`config.mk`:
```
export PLATFORM = sky130hd
export DESIGN_NAME = cpu_core
export DESIGN_NICKNAME = d
export VERILOG_FILES = /design/src/rtl/cpu_pkg.sv /design/src/rtl/cpu_alu.sv /design/src/rtl/cpu_core.sv
export SDC_FILE = /design/constraint.sdc
export NUM_CORES = 1
export LEC_CHECK = 0
export CAP_MARGIN = 40
export CORE_MARGIN = 2
export CORE_UTILIZATION = 45
export CTS_CLUSTER_DIAMETER = 200
export CTS_CLUSTER_SIZE = 28
export DETAILED_ROUTE_END_ITERATION = 7
export HOLD_SLACK_MARGIN = 0.15
export PLACE_DENSITY = 0.71
export SLEW_MARGIN = 20
export SYNTH_ARGS = -nofsm -noshare
export SYNTH_HDL_FRONTEND = slang
export SYNTH_SLANG_ARGS = --single-unit
```
`constraint.sdc`:
```
create_clock -name clk -period 5.3 [get_ports clk]
set_clock_uncertainty 0.2 [all_clocks]
set_input_delay 1.06 -clock clk [delete_from_list [all_inputs] [get_ports clk]]
set_output_delay 1.06 -clock clk [all_outputs]
set_load 0.005 [all_outputs]
```
`src/rtl/cpu_pkg.sv`:
```
// Shared opcode encodings and flag bit positions for the accumulator CPU.
package cpu_pkg;

  localparam logic [3:0] OP_NOP  = 4'h0;
  localparam logic [3:0] OP_LDA  = 4'h1;
  localparam logic [3:0] OP_LDB  = 4'h2;
  localparam logic [3:0] OP_MAB  = 4'h3;
  localparam logic [3:0] OP_MBA  = 4'h4;
  localparam logic [3:0] OP_ADD  = 4'h5;
  localparam logic [3:0] OP_SUB  = 4'h6;
  localparam logic [3:0] OP_AND  = 4'h7;
  localparam logic [3:0] OP_OR   = 4'h8;
  localparam logic [3:0] OP_XOR  = 4'h9;
  localparam logic [3:0] OP_SHL  = 4'hA;
  localparam logic [3:0] OP_SHR  = 4'hB;
  localparam logic [3:0] OP_CMP  = 4'hC;
  localparam logic [3:0] OP_JMP  = 4'hD;
  localparam logic [3:0] OP_JEQ  = 4'hE;
  localparam logic [3:0] OP_HALT = 4'hF;

  localparam int FLAG_Z = 0;
  localparam int FLAG_N = 1;
  localparam int FLAG_C = 2;

endpackage

```
`src/rtl/cpu_alu.sv`:
```
// Combinational ALU: result, Z/N/C and a flag write-enable for the decoded opcode.
// Zero latency, no backpressure.
module cpu_alu
  import cpu_pkg::*;
#(
  parameter int DATA_W = 8,
  parameter int LIT_W  = 8
) (
  input  logic [DATA_W-1:0] a,
  input  logic [DATA_W-1:0] b,
  input  logic [LIT_W-1:0]  lit,
  input  logic [3:0]        op,
  output logic [DATA_W-1:0] result,
  output logic              z,
  output logic              n,
  output logic              c,
  output logic              flag_we
);

  logic [DATA_W:0]   sum;
  logic [DATA_W:0]   diff;
  logic [DATA_W-1:0] lit_ext;

  // Extra top bit holds carry-out for ADD and borrow for SUB/CMP.
  assign sum     = {1'b0, a} + {1'b0, b};
  assign diff    = {1'b0, a} - {1'b0, b};
  assign lit_ext = DATA_W'(lit);

  always_comb begin
    result  = '0;
    c       = 1'b0;
    flag_we = 1'b0;
    case (op)
      OP_LDA, OP_LDB: result = lit_ext;
      OP_MAB:         result = b;
      OP_MBA:         result = a;
      OP_ADD: begin
        result  = sum[DATA_W-1:0];
        c       = sum[DATA_W];
        flag_we = 1'b1;
      end
      OP_SUB, OP_CMP: begin
        result  = diff[DATA_W-1:0];
        c       = diff[DATA_W];
        flag_we = 1'b1;
      end
      OP_AND: begin
        result  = a & b;
        flag_we = 1'b1;
      end
      OP_OR: begin
        result  = a | b;
        flag_we = 1'b1;
      end
      OP_XOR: begin
        result  = a ^ b;
        flag_we = 1'b1;
      end
      OP_SHL: begin
        result  = {a[DATA_W-2:0], 1'b0};
        c       = a[DATA_W-1];
        flag_we = 1'b1;
      end
      OP_SHR: begin
        result  = {1'b0, a[DATA_W-1:1]};
        c       = a[0];
        flag_we = 1'b1;
      end
      default: result = '0;
    endcase
  end

  assign z = (result == '0);
  assign n = result[DATA_W-1];

endmodule

```
`src/rtl/cpu_core.sv`:
```
// Single-cycle accumulator CPU with external fetch port, Z/N/C flags, jumps and sticky HALT.
// One instruction per clk, no backpressure; fetched word is consumed in the same cycle.
module cpu_core
  import cpu_pkg::*;
#(
  parameter int DATA_W = 8,
  parameter int PC_W   = 4,
  parameter int LIT_W  = 8
) (
  input  logic                clk,
  input  logic                rst,
  output logic [PC_W-1:0]     imem_addr,
  input  logic [LIT_W+3:0]    imem_data,
  output logic [DATA_W-1:0]   alu_out_bus,
  output logic [DATA_W-1:0]   reg_a,
  output logic [DATA_W-1:0]   reg_b,
  output logic [2:0]          flags,
  output logic                halted
);

  localparam int INSTR_W = 4 + LIT_W;

  logic [PC_W-1:0]   pc_q;
  logic [PC_W-1:0]   pc_next;
  logic [DATA_W-1:0] a_q;
  logic [DATA_W-1:0] b_q;
  logic [2:0]        flags_q;
  logic [2:0]        flags_d;
  logic              halted_q;

  logic [3:0]        op;
  logic [LIT_W-1:0]  lit;
  logic [DATA_W-1:0] alu_result;
  logic              alu_z;
  logic              alu_n;
  logic              alu_c;
  logic              flag_we;
  logic              a_we;
  logic              b_we;

  assign op  = imem_data[INSTR_W-1:LIT_W];
  assign lit = imem_data[LIT_W-1:0];

  cpu_alu #(
    .DATA_W (DATA_W),
    .LIT_W  (LIT_W)
  ) u_alu (
    .a       (a_q),
    .b       (b_q),
    .lit     (lit),
    .op      (op),
    .result  (alu_result),
    .z       (alu_z),
    .n       (alu_n),
    .c       (alu_c),
    .flag_we (flag_we)
  );

  always_comb begin
    a_we = 1'b0;
    b_we = 1'b0;
    case (op)
      OP_LDA, OP_MAB, OP_ADD, OP_SUB, OP_AND,
      OP_OR, OP_XOR, OP_SHL, OP_SHR: a_we = 1'b1;
      OP_LDB, OP_MBA:                b_we = 1'b1;
      default: begin
        a_we = 1'b0;
        b_we = 1'b0;
      end
    endcase
  end

  always_comb begin
    flags_d         = '0;
    flags_d[FLAG_Z] = alu_z;
    flags_d[FLAG_N] = alu_n;
    flags_d[FLAG_C] = alu_c;
  end

  // JEQ looks at the flags registered by earlier instructions, not this cycle's ALU.
  always_comb begin
    pc_next = pc_q + PC_W'(1);
    if (op == OP_JMP || (op == OP_JEQ && flags_q[FLAG_Z]))
      pc_next = lit[PC_W-1:0];
  end

  always_ff @(posedge clk) begin
    if (rst) begin
      pc_q     <= '0;
      a_q      <= '0;
      b_q      <= '0;
      flags_q  <= '0;
      halted_q <= 1'b0;
    end else if (!halted_q) begin
      if (a_we)    a_q     <= alu_result;
      if (b_we)    b_q     <= alu_result;
      if (flag_we) flags_q <= flags_d;
      if (op == OP_HALT) halted_q <= 1'b1;
      else               pc_q     <= pc_next;
    end
  end

  assign imem_addr   = pc_q;
  assign alu_out_bus = alu_result;
  assign reg_a       = a_q;
  assign reg_b       = b_q;
  assign flags       = flags_q;
  assign halted      = halted_q;

endmodule
```
==> qor.yml <==
status:
  status: "finished, final reports clean"
logic_synthesis:
  yosys.area_share.adder_pct: 12.8
  ys_seq_elements: 24
  synth_area_um2: 2750
  synth.yosys.seq_area_share_pct: 17.5
  synth_top_family_by_area: "compound AO/OA/AOI/OAI gates"
  yosys_warnings: 0
  syn_avg_cell_area_um2: 7.58
  synth_mux_area_share_pct: 5.96
  synth_xor_area_share_pct: 2.87
  yosysUniqueCellTypes: 63
  synth_compound_area_share_pct: 26.1
  synth_simple_gate_area_share_pct: 25.3
  synth_fp_nets: 404
  async_flop_share_pct: 0
  synthFlopType: "dfxtp_1"
  synth_edf_count: 0
  syn-instance-count: 363
clock_network:
  cts_tree: "built"
  cts_setup_buffers: 0
  root_buffer: "clkbuf_8"
  cts_buffers: 3
  cts_max_level: 1
  cts_hold_buffers: 0
  cts.sinks: 24
  worstSkewPairLatency_ns: 0.28
  clk_pin_slew_worst_paths_ns: 0.10
  clock_path_buffers: 2
  ctsResizeCount: 0
timing:
  finalHoldViolCount: 0
  fmax_mhz: 208
  tightest_slew_ns: 0.875
  finalCritPeriodShare_pct: 90.9
  setup_violations: 0
  period_needed_ns: 4.82
  final_max_slew_viol_count: 0
  finalSetupTns_ns: 0
  timing.hold.ws_ns: 0.317
  rsz0062_at_grt: "no"
  max_slew_margin_pct: 41.2
worst_hold_path:
  holdPathEnd: "flags[0]"
  hold_path_class: "reg2reg"
  holdCritStartpoint: "flags[0]"
  min_path_cells: 2
cells_and_area:
  antenna_cells: 0
  n_fill_cell: 566
  register_area_um2: 480
  drive_gt1_share_pct: 7.79
  multi_input_area_um2: 2010
  syn2layout_area_growth_pct: 21.1
  layout.nets: 440
worst_setup_path:
  ff2ff_path_depth: 11
  reg2reg_from: "reg_a[0]"
  critPathCaptureType: "output pin"
  critPathLaunchType: "input port"
  critPathKind: "in2out"
  required_ns: 4.04
  slowest_delay_ns: 0.59
  crit_chain: "clkdlybuf4s50_1 > buf_4 > xor2_1 > and2_1 > a221oi_1 > o211ai_1 > clkdlybuf4s50_1"
  crit_top_cell: "clkdlybuf4s50_1"
  critPathArrivalTime_ns: 3.56
  regToRegSetupSlack_ns: 2.00
  crit_slowest_cell: "clkdlybuf4s50_1"
  crit_fanout: 26
  r2r_end: "flags[0]"
detailed_routing:
  wl_mm: 8.56
  vias_per_cell: 6.11
  vias: 2890
  postRouteAntennaNets: 0
  first_pass_iters: 5
  drt_iter0_drc: 309
  wl_per_cell_um: 18.1
  route.detailed.drc: 0
global_route:
  first_global_vias: 2560
  antenna_found_initial: 0
  grt_max_degree: 38
  grt_pass1_wl_mm: 13.5
  grt.total_usage_pct: 26.1
  grt_overflow: 0
die:
  core_um2: 5920
  die_area_um2: 6750
  io_pins: 46
  rows: 28
  start_util_pct: 46.4
  die_w_um: 82.2
  die_h_um: 82.2
placed_design:
  io_buffers: 45
  gp_congestion: 0.918
  hpwl_mm: 6.39
power:
  irDropWorstVdd_v: 0.000129
  powerDensity_nw_per_um2: 205
  p_leak_nw: 1.25
job:
  maxCapViolations: 0
-- logic make-up after synthesis --
group / count (synthesis)
flops: 24
buf+inv: 55
xor+xnor: 9
fa+ha+maj: 27
compound gates: 103
simple gates: 129
mux: 16
-- registers in the layout, summed over array words and instances (netlist names) --
name / cells
reg_a: 8
imem_addr: 4
reg_b: 8
flags: 3
halted: 1
-- cell type report --
class / instances / area share [%]
multi-input combinational: 284 / 60.4
timing repair buffer: 58 / 17.1
sequential: 24 / 14.4
inverter: 28 / 3.16
tap: 75 / 2.82
clock buffer: 3 / 1.24
clock inverter: 1 / 0.902
-- synthesized netlist by cell type, types with 3 or more instances --
cell | n | area, µm²
o22ai_1 | 6 | 37.5
inv_1 | 28 | 105
a21oi_1 | 23 | 115
and2_1 | 3 | 18.8
nor2b_1 | 12 | 75.1
nor2_1 | 40 | 150
o32ai_1 | 4 | 35.0
buf_2 | 15 | 75.1
nand2_1 | 13 | 48.8
xnor2_1 | 3 | 26.3
nand2b_1 | 9 | 56.3
nand3_1 | 13 | 65.1
o21bai_1 | 3 | 22.5
a22oi_1 | 4 | 30.0
mux2i_1 | 13 | 130
buf_4 | 5 | 37.5
xor2_1 | 6 | 52.6
a211oi_1 | 10 | 75.1
ha_1 | 25 | 313
a311oi_1 | 3 | 26.3
nand3b_1 | 5 | 37.5
a221oi_1 | 3 | 26.3
or3_1 | 5 | 31.3
dfxtp_1 | 24 | 480
o21ai_0 | 13 | 65.1
nor3_1 | 8 | 40.0
a31oi_1 | 5 | 31.3
mux2_2 | 3 | 33.8
o31ai_1 | 4 | 30.0
clkbuf_1 | 5 | 18.8
-- how the worst max path moves through the flow --
stage	cells after the start	slack [ns]	to	from
after global placement	9	0.57	alu_out_bus[3]	imem_data[10]
after global routing	9	0.31	alu_out_bus[7]	imem_data[10]
after detailed placement	9	0.52	alu_out_bus[3]	imem_data[10]
after CTS	9	0.49	alu_out_bus[3]	imem_data[10]
final	7	0.48	alu_out_bus[4]	imem_data[11]
after floorplan	11	1.59	alu_out_bus[7]	imem_data[8]
-- per-layer routing --
metal  part of all wire, %  GRT usage [%]
met3                   6.4           3.15
met5                     0              0
met1                    46           37.6
met4                   1.1           5.83
met2                    46           41.7
-- critical path: cells and delay by family --
kind / cells / cell delay [ns]
simple gates: 1 / 0.30
buf+inv: 3 / 1.44
xor+xnor: 1 / 0.26
compound gates: 2 / 0.50
-- report_power, final --
part           internal [W]  switching (W)
clock              0.000101      0.0000698
combinational      0.000140       0.000154
sequential         0.000195      0.0000223
total              0.000436       0.000247
-- through the flow --
| stage | instances | setup slack, ns | power [W] | util (%) | cell area (µm²) |
|---|---|---|---|---|---|
| 6_report | 473 | 0.483 | 0.000683 | 56.2 | 3330 |
| 5_1_grt | 473 | 0.309 | 0.000722 | 56.2 | 3330 |
| 4_1_cts | 473 | 0.491 | 0.000681 | 56.2 | 3330 |
| 3_5_place_dp | 469 | 0.524 | 0.000511 | 55.0 | 3260 |
| 3_3_place_gp | 468 | 0.572 | 0.000507 | 54.8 | 3240 |
| 2_1_floorplan | 363 | 1.59 | 0.000400 | - | 2750 |
-- layout by cell type (no fill, tap or decap), types with 8 or more instances in the layout --
master / synthesis / routed
a211oi_1: 10 / 10
a21oi_1: 23 / 23
buf_4: 5 / 11
clkdlybuf4s50_1: 0 / 45
dfxtp_1: 24 / 24
ha_1: 25 / 25
inv_1: 28 / 28
mux2i_1: 13 / 13
nand2_1: 13 / 13
nand2b_1: 9 / 9
nand3_1: 13 / 13
nor2_1: 40 / 40
nor2b_1: 12 / 12
nor3_1: 8 / 8
o21ai_0: 13 / 13
Note: power is estimated with default switching activity, not from simulation.
